===== config.mk =====
export PLATFORM = sky130hd
export DESIGN_NAME = pwm_sched
export DESIGN_NICKNAME = d
export VERILOG_FILES = /design/src/rtl/pwm_pkg.sv /design/src/rtl/pwm_prescaler.sv /design/src/rtl/pwm_sched.sv
export SDC_FILE = /design/constraint.sdc
export NUM_CORES = 1
export LEC_CHECK = 0
export BUFFER_PORTS_ARGS = -buffer_cell sky130_fd_sc_hd__buf_2
export CAP_MARGIN = 10
export CORE_ASPECT_RATIO = 1.1
export CORE_MARGIN = 2
export CORE_UTILIZATION = 46
export CTS_CLUSTER_DIAMETER = 150
export DETAILED_ROUTE_END_ITERATION = 16
export PLACE_DENSITY = 0.68
export SLEW_MARGIN = 20
export SYNTH_ARGS = -nofsm -noshare
export SYNTH_HDL_FRONTEND = slang
export SYNTH_SLANG_ARGS = --single-unit

===== constraint.sdc =====
create_clock -name clk_in -period 2.2 [get_ports clk_in]
set_clock_uncertainty 0.15 [all_clocks]
set_input_delay 0.44 -clock clk_in [delete_from_list [all_inputs] [get_ports clk_in]]
set_output_delay 0.44 -clock clk_in [all_outputs]
set_load 0.1 [all_outputs]

===== src/rtl/pwm_pkg.sv =====
// Shared types and constants for the PWM scheduler: FSM states, config
// select offsets (relative to the channel count) and register reset values.
package pwm_pkg;

   typedef enum logic [1:0] {
      ST_IDLE = 2'd0,
      ST_RUN  = 2'd1,
      ST_WAIT = 2'd2
   } pwm_state_t;

   // cfg_sel codes above the duty range are NCH + offset
   localparam int SEL_PERIOD = 0;
   localparam int SEL_PRESC  = 1;
   localparam int SEL_MASK   = 2;
   localparam int SEL_COMMIT = 3;

   // Period resets to all ones; this bit is replicated to the counter width
   localparam logic DEF_PERIOD_BIT = 1'b1;
   localparam int   DEF_DUTY       = 0;
   localparam int   DEF_PRESC      = 0;
   localparam int   DEF_MASK       = 0;

endpackage


===== src/rtl/pwm_prescaler.sv =====
// Single-clock prescaler: counts 0..presc and pulses tick at presc, then wraps.
// clear holds/restarts the count at 0 (idle hold and commit restart).
module pwm_prescaler
   import pwm_pkg::*;
#(
   parameter int PSW = 8
) (
   input  logic           clk_in,
   input  logic           rst,
   input  logic           clear,
   input  logic [PSW-1:0] presc,
   output logic           tick
);

   logic [PSW-1:0] cnt_q;
   logic [PSW-1:0] cnt_d;

   assign tick = (cnt_q == presc);

   always_comb begin
      cnt_d = cnt_q + PSW'(1);
      if (clear || tick) begin
         cnt_d = '0;
      end
   end

   always_ff @(posedge clk_in) begin
      if (rst) begin
         cnt_q <= '0;
      end else begin
         cnt_q <= cnt_d;
      end
   end

endmodule


===== src/rtl/pwm_sched.sv =====
// PWM channel scheduler: shadow/active register sets, commit sequencing FSM,
// shared period counter and per-channel duty compare with registered outputs.
//
//   state   | meaning
//   --------+-----------------------------------------------------------
//   IDLE    | active mask is zero; prescaler and counter held at 0
//   RUN     | counting periods; config writes only touch shadow registers
//   WAIT    | commit accepted; shadow applied at the next period boundary
module pwm_sched
   import pwm_pkg::*;
#(
   parameter int NCH = 4,
   parameter int CW  = 16,
   parameter int PSW = 8,
   parameter int SW  = $clog2(NCH + 4)
) (
   input  logic           clk_in,
   input  logic           rst,
   input  logic           cfg_valid,
   output logic           cfg_ready,
   input  logic [SW-1:0]  cfg_sel,
   input  logic [CW-1:0]  cfg_data,
   output logic [NCH-1:0] pwm_out,
   output logic           period_start,
   output logic           pending
);

   localparam logic [SW-1:0]  SEL_P      = SW'(NCH + SEL_PERIOD);
   localparam logic [SW-1:0]  SEL_S      = SW'(NCH + SEL_PRESC);
   localparam logic [SW-1:0]  SEL_M      = SW'(NCH + SEL_MASK);
   localparam logic [SW-1:0]  SEL_C      = SW'(NCH + SEL_COMMIT);
   localparam logic [CW-1:0]  PERIOD_RST = {CW{DEF_PERIOD_BIT}};
   localparam logic [CW-1:0]  DUTY_RST   = CW'(DEF_DUTY);
   localparam logic [PSW-1:0] PRESC_RST  = PSW'(DEF_PRESC);
   localparam logic [NCH-1:0] MASK_RST   = NCH'(DEF_MASK);

   pwm_state_t     state_q, state_d;

   logic [CW-1:0]  sh_period_q, sh_period_d;
   logic [PSW-1:0] sh_presc_q,  sh_presc_d;
   logic [NCH-1:0] sh_mask_q,   sh_mask_d;
   logic [CW-1:0]  sh_duty_q [NCH];
   logic [CW-1:0]  sh_duty_d [NCH];

   logic [CW-1:0]  act_period_q, act_period_d;
   logic [PSW-1:0] act_presc_q,  act_presc_d;
   logic [NCH-1:0] act_mask_q,   act_mask_d;
   logic [CW-1:0]  act_duty_q [NCH];
   logic [CW-1:0]  act_duty_d [NCH];

   logic           apply_q, apply_d;
   logic [CW-1:0]  cnt_q, cnt_d;
   logic           period_start_q, period_start_d;
   logic [NCH-1:0] pwm_q, pwm_d;

   logic cfg_acc;
   logic commit_acc;
   logic running;
   logic tick_raw;
   logic tick;
   logic wrap;
   logic idle_apply;
   logic wait_apply;
   logic load_act;
   logic new_run;
   logic presc_clear;

   assign cfg_acc    = cfg_valid && cfg_ready;
   assign commit_acc = cfg_acc && (cfg_sel == SEL_C);
   assign running    = (state_q != ST_IDLE);
   assign tick       = tick_raw && running;
   assign wrap       = tick && (cnt_q == act_period_q);
   // A commit landing on the apply cycle restarts the one-cycle delay
   assign idle_apply = (state_q == ST_IDLE) && apply_q && !commit_acc;
   assign wait_apply = (state_q == ST_WAIT) && wrap;
   assign load_act   = idle_apply || wait_apply;
   assign new_run    = (sh_mask_q != '0);
   assign presc_clear = !running || load_act;

   pwm_prescaler #(
      .PSW (PSW)
   ) u_prescaler (
      .clk_in (clk_in),
      .rst    (rst),
      .clear  (presc_clear),
      .presc  (act_presc_q),
      .tick   (tick_raw)
   );

   // FSM: state register
   always_ff @(posedge clk_in) begin
      if (rst) begin
         state_q <= ST_IDLE;
      end else begin
         state_q <= state_d;
      end
   end

   // FSM: next state
   always_comb begin
      state_d = state_q;
      unique case (state_q)
         ST_IDLE: if (idle_apply && new_run) state_d = ST_RUN;
         ST_RUN:  if (commit_acc)            state_d = ST_WAIT;
         ST_WAIT: if (wait_apply)            state_d = new_run ? ST_RUN : ST_IDLE;
         default:                            state_d = ST_IDLE;
      endcase
   end

   // FSM: outputs
   always_comb begin
      cfg_ready = (state_q != ST_WAIT);
      pending   = (state_q == ST_WAIT);
   end

   always_comb begin
      sh_period_d = sh_period_q;
      sh_presc_d  = sh_presc_q;
      sh_mask_d   = sh_mask_q;
      for (int i = 0; i < NCH; i++) begin
         sh_duty_d[i] = (cfg_acc && (cfg_sel == SW'(i))) ? cfg_data : sh_duty_q[i];
      end
      if (cfg_acc && (cfg_sel == SEL_P)) sh_period_d = cfg_data;
      if (cfg_acc && (cfg_sel == SEL_S)) sh_presc_d  = cfg_data[PSW-1:0];
      if (cfg_acc && (cfg_sel == SEL_M)) sh_mask_d   = cfg_data[NCH-1:0];
   end

   always_comb begin
      act_period_d = load_act ? sh_period_q : act_period_q;
      act_presc_d  = load_act ? sh_presc_q  : act_presc_q;
      act_mask_d   = load_act ? sh_mask_q   : act_mask_q;
      for (int i = 0; i < NCH; i++) begin
         act_duty_d[i] = load_act ? sh_duty_q[i] : act_duty_q[i];
      end
   end

   always_comb begin
      apply_d = 1'b0;
      if (state_q == ST_IDLE) begin
         apply_d = commit_acc || (apply_q && !idle_apply);
      end
   end

   always_comb begin
      cnt_d = cnt_q;
      if (!running || wrap) begin
         cnt_d = '0;
      end else if (tick) begin
         cnt_d = cnt_q + CW'(1);
      end
   end

   // Pulse marks the first cnt==0 cycle of each period in RUN
   assign period_start_d = (idle_apply && new_run) ||
                           (wrap && ((state_q == ST_RUN) || new_run));

   for (genvar g = 0; g < NCH; g++) begin : g_ch
      assign pwm_d[g] = running && act_mask_q[g] && (cnt_q < act_duty_q[g]);
   end

   always_ff @(posedge clk_in) begin
      if (rst) begin
         sh_period_q    <= PERIOD_RST;
         sh_presc_q     <= PRESC_RST;
         sh_mask_q      <= MASK_RST;
         act_period_q   <= PERIOD_RST;
         act_presc_q    <= PRESC_RST;
         act_mask_q     <= MASK_RST;
         apply_q        <= 1'b0;
         cnt_q          <= '0;
         period_start_q <= 1'b0;
         pwm_q          <= '0;
         for (int i = 0; i < NCH; i++) begin
            sh_duty_q[i]  <= DUTY_RST;
            act_duty_q[i] <= DUTY_RST;
         end
      end else begin
         sh_period_q    <= sh_period_d;
         sh_presc_q     <= sh_presc_d;
         sh_mask_q      <= sh_mask_d;
         act_period_q   <= act_period_d;
         act_presc_q    <= act_presc_d;
         act_mask_q     <= act_mask_d;
         apply_q        <= apply_d;
         cnt_q          <= cnt_d;
         period_start_q <= period_start_d;
         pwm_q          <= pwm_d;
         for (int i = 0; i < NCH; i++) begin
            sh_duty_q[i]  <= sh_duty_d[i];
            act_duty_q[i] <= act_duty_d[i];
         end
      end
   end

   assign pwm_out      = pwm_q;
   assign period_start = period_start_q;

endmodule

==> results of run 1 <==
final timing paths:
check / end / slack [ns] / from / cells past startpoint
worst max register to register: cnt_q[0]$_SDFFE_PP0P_ / 0.03 / act_presc_q[0]$_SDFFE_PP0P_ / 7
worst min-delay path: sh_duty_q[2][8]$_SDFFE_PP0P_ / 0.08 / cfg_data[8] / 3
worst max-delay path: cnt_q[0]$_SDFFE_PP0P_ / 0.03 / act_presc_q[0]$_SDFFE_PP0P_ / 7
worst min register to register: sh_duty_q[1][6]$_SDFFE_PP0P_ / 0.30 / sh_duty_q[1][6]$_SDFFE_PP0P_ / 2
registers in the layout (all words and copies together), names as in the netlist:
name	flops
u_prescaler.cnt_q	8
period_start	1
act_duty_q	64
act_period_q	16
pwm_out	4
act_presc_q	8
sh_period_q	16
sh_presc_q	8
state_q	2
sh_mask_q	4
act_mask_q	4
sh_duty_q	64
apply_q	1
cnt_q	16
per-layer routing:
| layer | GRT usage [%] | vias to the layer above |
|---|---|---|
| met5 | 0 | - |
| met4 | 6.71 | 0 |
| met3 | 2.75 | 48 |
| met2 | 34.3 | 172 |
| met1 | 27.4 | 3793 |
| li1 | - | 3950 |
what timing repair did:
item,CTS,global route
buffers inserted,0,3
pin swaps,0,6
gates resized for setup,5,38
endpoints found under the setup margin,64,97
cloned,0,11
cells in the final DEF, fill, tap and decap left out, types with 12 or more instances in the layout:
cell type and count:
clkbuf_16 30, buf_4 46, xnor2_1 12, nand3b_1 17, nand2b_1 157, nand4_1 12
dfxtp_1 209, a21o_1 20, nand2_1 102, nand3_1 19, nor2_1 104, a21oi_1 41
a211oi_1 12, buf_2 26, xor2_1 27, inv_1 67, ha_1 62, mux2i_1 137
metrics by stage:
step	instances	area, sq um	hold slack [ns]	TNS (ns)	total power, uW
global route	1524	12400	0.0798	-3.51	8490
finish	1524	12400	0.0759	0	8260
CTS	1510	12000	0.0708	0	8300
global placement	1470	11200	0.292	0	4410
floorplan	1151	10600	0.286	0	4290
detailed placement	1470	11200	0.297	-2.46	4420
cell type report:
class,instances,area share [%]
Tap cell,300,3.02
Inverter,68,2.09
Multi-Input combinational cell,807,46.6
Timing Repair Buffer,93,7.28
Clock inverter,3,0.322
Sequential cell,216,34.8
Clock buffer,37,5.85
tightest hold or removal path, cell delays in order:
cell     delay, ns
buf_2         0.13
nand2_1       0.06
a21oi_1       0.05
kinds of logic (layout without fill, tap and decap cells):
kind of cell	after synthesis	in the layout	synth area share [%]
buffers and inverters	128	201	5.40
adder cells (fa/ha/maj)	62	62	7.35
XOR/XNOR	45	45	3.73
multiplexers	137	137	13.0
flip-flops	216	216	41.0
AO/OA/AOI/OAI	97	97	5.76
AND/OR/NAND/NOR	466	466	23.8
power by group through the flow:
| stage | registers (uW) | clock network, uW | logic (uW) |
|---|---|---|---|
| after CTS | 3980 | 3970 | 355 |
| after global routing | 3980 | 4100 | 407 |
| final | 3970 | 3910 | 377 |
| after detailed placement | 4060 | 0 | 354 |
| after floorplan | 4060 | 0 | 232 |
| after global placement | 4060 | 0 | 348 |
==> metrics.txt, run 1 <==
status=finished, final reports clean; Yosys cell types=41; CP max-delay cell=or4_1; metal3 WL=1.07 mm; Mapped Cells=1151; Synth warnings=0; top-area cell type share of the netlist area=41.0%; WL/cell=17.3 um; diodes inserted=0; final setup vio count=0; Slew headroom=50.7%; hpwl dp=16.5 mm; area of the multi-input gates=5800 sq um; Synth Flop Type=dfxtp_1; First-pass DRT Iterations=5; most numerous cell in the Yosys netlist=dfxtp_1; power share of the clock group=47.3%; uppermost layer routed=met4; Final min period=2.17 ns; Clock transition at path regs=0.06 ns; PwrDens=664 nW/um^2; ANT nets after route=0; Clk Latency, worst-skew pair=0.51 ns; Logic pwr share=4.6%; Hold Path Class=primary input to flop; fill count=1989; Critical Path AT=2.41 ns; routed vias=7963; proportion of layout cells with a drive suffix above 1=14.2%; Critical Path RT=2.44 ns; clk buf depth=3; core area=22700 sq um; Max IR drop VDD=0.000461 V; Peak Freq=0.461 GHz; Critical Path Fanout Max=9; ys async rst share=0%; RSZ-0062 raised after global routing=yes; sequential cell area=4340 sq um; Startpoint Class=flop; Hold Fails Final Rpt=0; all-layer global routing usage=20.5%; # nets final=1293; internal power=6480 uW; Root Driver=clkbuf_16; global-route wire length before repair=39.2 mm; TritonCTS Sinks=216; Synth area leaders=dfxtp_1 (41%), mux2i_1 (13%), nand2b_1 (9.4%); Die Height=163 um; Congestion Overflow GR=0; fin util=54.8%; Synth Register Bits=216; Syn Std Cell Area=10600 sq um; # IOs=29; layout overhead on the synthesized area=17.8%; Buffers & Inverters on Critical Path=2; delay-heaviest family, CP=simple AND/OR/NAND/NOR gates; Final WS setup=0.0298 ns; CP cell instances=xor2_2, or4_1, buf_6, nor3_4, buf_4, xnor2_1, nor2_1; number of port buffers=28; number of flops mapped to enable cells by yosys=0; Syn Area/Cell=9.17 sq um; vias in the first global route=7417; CTS tree=yes; largest net degree at the start of global routing=196; H-tree Lvls=1; Metal-1 WL=12.3 mm; synth cell count leaders=dfxtp_1 (216), nand2b_1 (158), mux2i_1 (137); die width=148 um; DRT iter0 DRCs=581; cts hold-fix bufs=0; post-synthesis net count=1235; TritonCTS buffer count=23; critical setup path kind=flop to flop; row count=58; Largest stage delay, worst path=0.54 ns; period utilization=98.6%; pre-CTS WS=-0.0874 ns; met2 wire length=12.2 mm; detailed-route vias per instance=5.23; initial antenna violation count=1; worst slew pin tran=0.740 ns; Initial Utilization=46.5%; Routed WL=26.3 mm; RD Place Congestion=0.854; fin. max-slew vios=0; Critical Path End Type=flop; switch share=21.6%; sequential power share=48.1%; Seq/Total Area, Yosys=41.0%; P_sw=1790 uW; max_cap viols=0; Die ar.=24200 sq um; Yosys top cell by area=dfxtp_1; Leak=0.00537 uW; drt drc=0
No activity file was read; power rests on OpenSTA's default activity.
==> run 2, diff against run 1 <==
--- a/config.mk
+++ b/config.mk
@@ -5,11 +5,12 @@
 export SDC_FILE = /design/constraint.sdc
 export NUM_CORES = 1
 export LEC_CHECK = 0
+export ABC_AREA = 0
 export BUFFER_PORTS_ARGS = -buffer_cell sky130_fd_sc_hd__buf_2
 export CAP_MARGIN = 10
 export CORE_ASPECT_RATIO = 1.1
-export CORE_MARGIN = 2
 export CORE_UTILIZATION = 46
+export CTS_BUF_LIST = sky130_fd_sc_hd__clkbuf_8
 export CTS_CLUSTER_DIAMETER = 150
 export DETAILED_ROUTE_END_ITERATION = 16
 export PLACE_DENSITY = 0.68
==> metrics.txt, run 2 (same netlist as run 1, synthesis figures left out) <==
CTS tree=yes; vias in the first global route=7630 (+2.9%); row count=57 (-1.7%); TritonCTS buffer count=37 (+61%); Routed WL=25.1 mm (-4.5%); number of port buffers=28 (unchanged); max_cap viols=0 (unchanged); r2r endpoint=act_duty_q[0][9]$_SDFFE_PP0P_; PwrDens=668 nW/um^2 (+0.62%); Cell Area, Placed=11200 sq um (-0.19%); final setup vio count=0 (unchanged); area of the multi-input gates=5710 sq um (-1.4%); Critical Path Fanout Max=22 (+13); diodes inserted=0 (unchanged); Critical Path End Type=flop; Die Height=161 um (-1.2%); die width=146 um (-1.3%); ANT nets after route=0 (unchanged); status=finished, final reports clean; clk buf depth=3 (unchanged); worst slew pin tran=0.746 ns (+0.00645 ns); drt drc=0 (unchanged); RR Startpoint=state_q[0]$_SDFFE_PP0P_; layout overhead on the synthesized area=14.7%; routed vias=7816 (-1.8%); Startpoint Class=flop; fill count=2008 (+0.96%); RD Place Congestion=0.897 (+5.0%); leading cell types in the layout, fill and taps excluded=dfxtp_1 (215), nand2b_1 (157), mux2i_1 (137); Finished Cell Area=12100 sq um (-2.7%); Root Driver=clkbuf_8; Hold Path Class=primary input to flop; Max IR drop VDD=0.000386 V (-16%); Critical Path AT=2.44 ns (+0.03 ns); Clock transition at path regs=0.06 ns (about the same); H-tree Lvls=2 (+1); Die ar.=23600 sq um (-2.6%); WL/cell=16.4 um (-5.2%); global-route wire length before repair=39.8 mm (+1.7%); core area=22300 sq um (-1.7%); # nets final=1296 (+0.23%); CP Capture Point=act_duty_q[0][9]$_SDFFE_PP0P_; hpwl dp=16.4 mm (-0.54%); fin. max-slew vios=0 (unchanged); First-pass DRT Iterations=5 (unchanged); sequential cell area=4330 sq um (-0.23%); initial antenna violation count=1 (unchanged); all-layer global routing usage=21.5% (+1.0 points); Leak=0.00528 uW (-1.8%); largest net degree at the start of global routing=192 (-2.0%); Peak Freq=0.467 GHz (+1.4%); Critical Path RT=2.50 ns (+0.06 ns); Clk Latency, worst-skew pair=0.53 ns (+0.02 ns); Worst Setup SP=state_q[0]$_SDFFE_PP0P_; Regs by FF count=act_duty_q x64, sh_duty_q x64; Final min period=2.14 ns (-0.0310 ns); commonest non-fill, non-tap cell in the layout=dfxtp_1; DRT iter0 DRCs=319 (-45%); Total Power=8090 uW (-2.1%); Congestion Overflow GR=0 (unchanged); # IOs=29 (unchanged); fin util=54.2% (-0.54 points); Initial Utilization=47.3% (+0.82 points); TritonCTS Sinks=216 (unchanged); setup slack, reg-to-reg=0.06 ns (+0.03 ns); critical setup path kind=flop to flop; Slew headroom=50.3% (-0.43 points); Hold Fails Final Rpt=0 (unchanged); detailed-route vias per instance=5.10 (-2.5%); R2R cell count=8 (+1); proportion of layout cells with a drive suffix above 1=13.3% (-0.90 points); period utilization=97.2% (-1.4 points)
-- run 2: cell count changes in the layout (fill, tap and decap cells not counted), sizes merged --
| cell | change |
|---|---|
| clkbuf | +9 |
| clkinv | +2 |
| dlygate4sd3 | +1 |
| buf | -8 |
| clkinvlp | +1 |
| inv | +10 |
-- run 2: power by group --
group	total (uW)	internal, uW	leakage [uW]	switching (uW)
clock	3760	2140	0.000443	1620
sequential	3980	3960	0.00175	23.3
combinational	356	146	0.00309	210
-- run 2: metrics by stage --
stage | worst slack (ns) | instances | hold slack (ns) | TNS [ns]
final | 0.0607 | 1534 | 0.0489 | 0
after global routing | -0.0192 | 1534 | 0.0437 | -0.0681
after CTS | 0.0198 | 1530 | 0.0215 | 0
after detailed placement | -0.0236 | 1463 | 0.297 | -0.306
after global placement | 0.0300 | 1463 | 0.292 | 0
after floorplan | 0.0145 | 1151 | 0.286 | 0
-- run 2: worst min-delay path by stage --
stage / start / to / cells past startpoint
finish: cfg_data[15] / sh_period_q[15]$_SDFFE_PP1P_ / 3
global route: cfg_data[15] / sh_duty_q[1][15]$_SDFFE_PP0P_ / 3
CTS: cfg_data[15] / sh_duty_q[2][15]$_SDFFE_PP0P_ / 3
detailed placement: sh_duty_q[2][9]$_SDFFE_PP0P_ / sh_duty_q[2][9]$_SDFFE_PP0P_ / 2
global placement: sh_duty_q[2][14]$_SDFFE_PP0P_ / sh_duty_q[2][14]$_SDFFE_PP0P_ / 2
floorplan: u_prescaler.cnt_q[0]$_SDFF_PP0_ / u_prescaler.cnt_q[0]$_SDFF_PP0_ / 1
-- run 2: worst max-delay path, stage by stage (launching register included) --
cell and delay, ns:
dfxtp_1 0.42, nand2b_4 0.21, inv_6 0.05, nor3_2 0.24, nor2_1 0.14, a41oi_4 0.19, buf_4 0.19, buf_12 0.21
mux2i_1 0.22
-- run 2: cell type report --
type	count	area share [%]
Multi-Input combinational cell	807	47.2
Clock inverter	16	0.785
Tap cell	295	3.05
Clock buffer	50	5.68
Inverter	68	2.15
Timing Repair Buffer	82	5.43
Sequential cell	216	35.7
-- run 2: what timing repair did --
item,in CTS,in global routing
setup endpoints to repair,44,85
resized for setup,2,5
hold buffers,1,0
cloned,0,2
buffers inserted,0,2
hold endpoints to repair,1,0
-- run 2: routing by layer --
layer,wire length [um],part of all wire (%),global-route usage [%]
met5,0,0,0
met4,861,3.4,8.76
met2,11700,47,36.2
met1,11800,47,27.6
met3,721,2.9,3.15
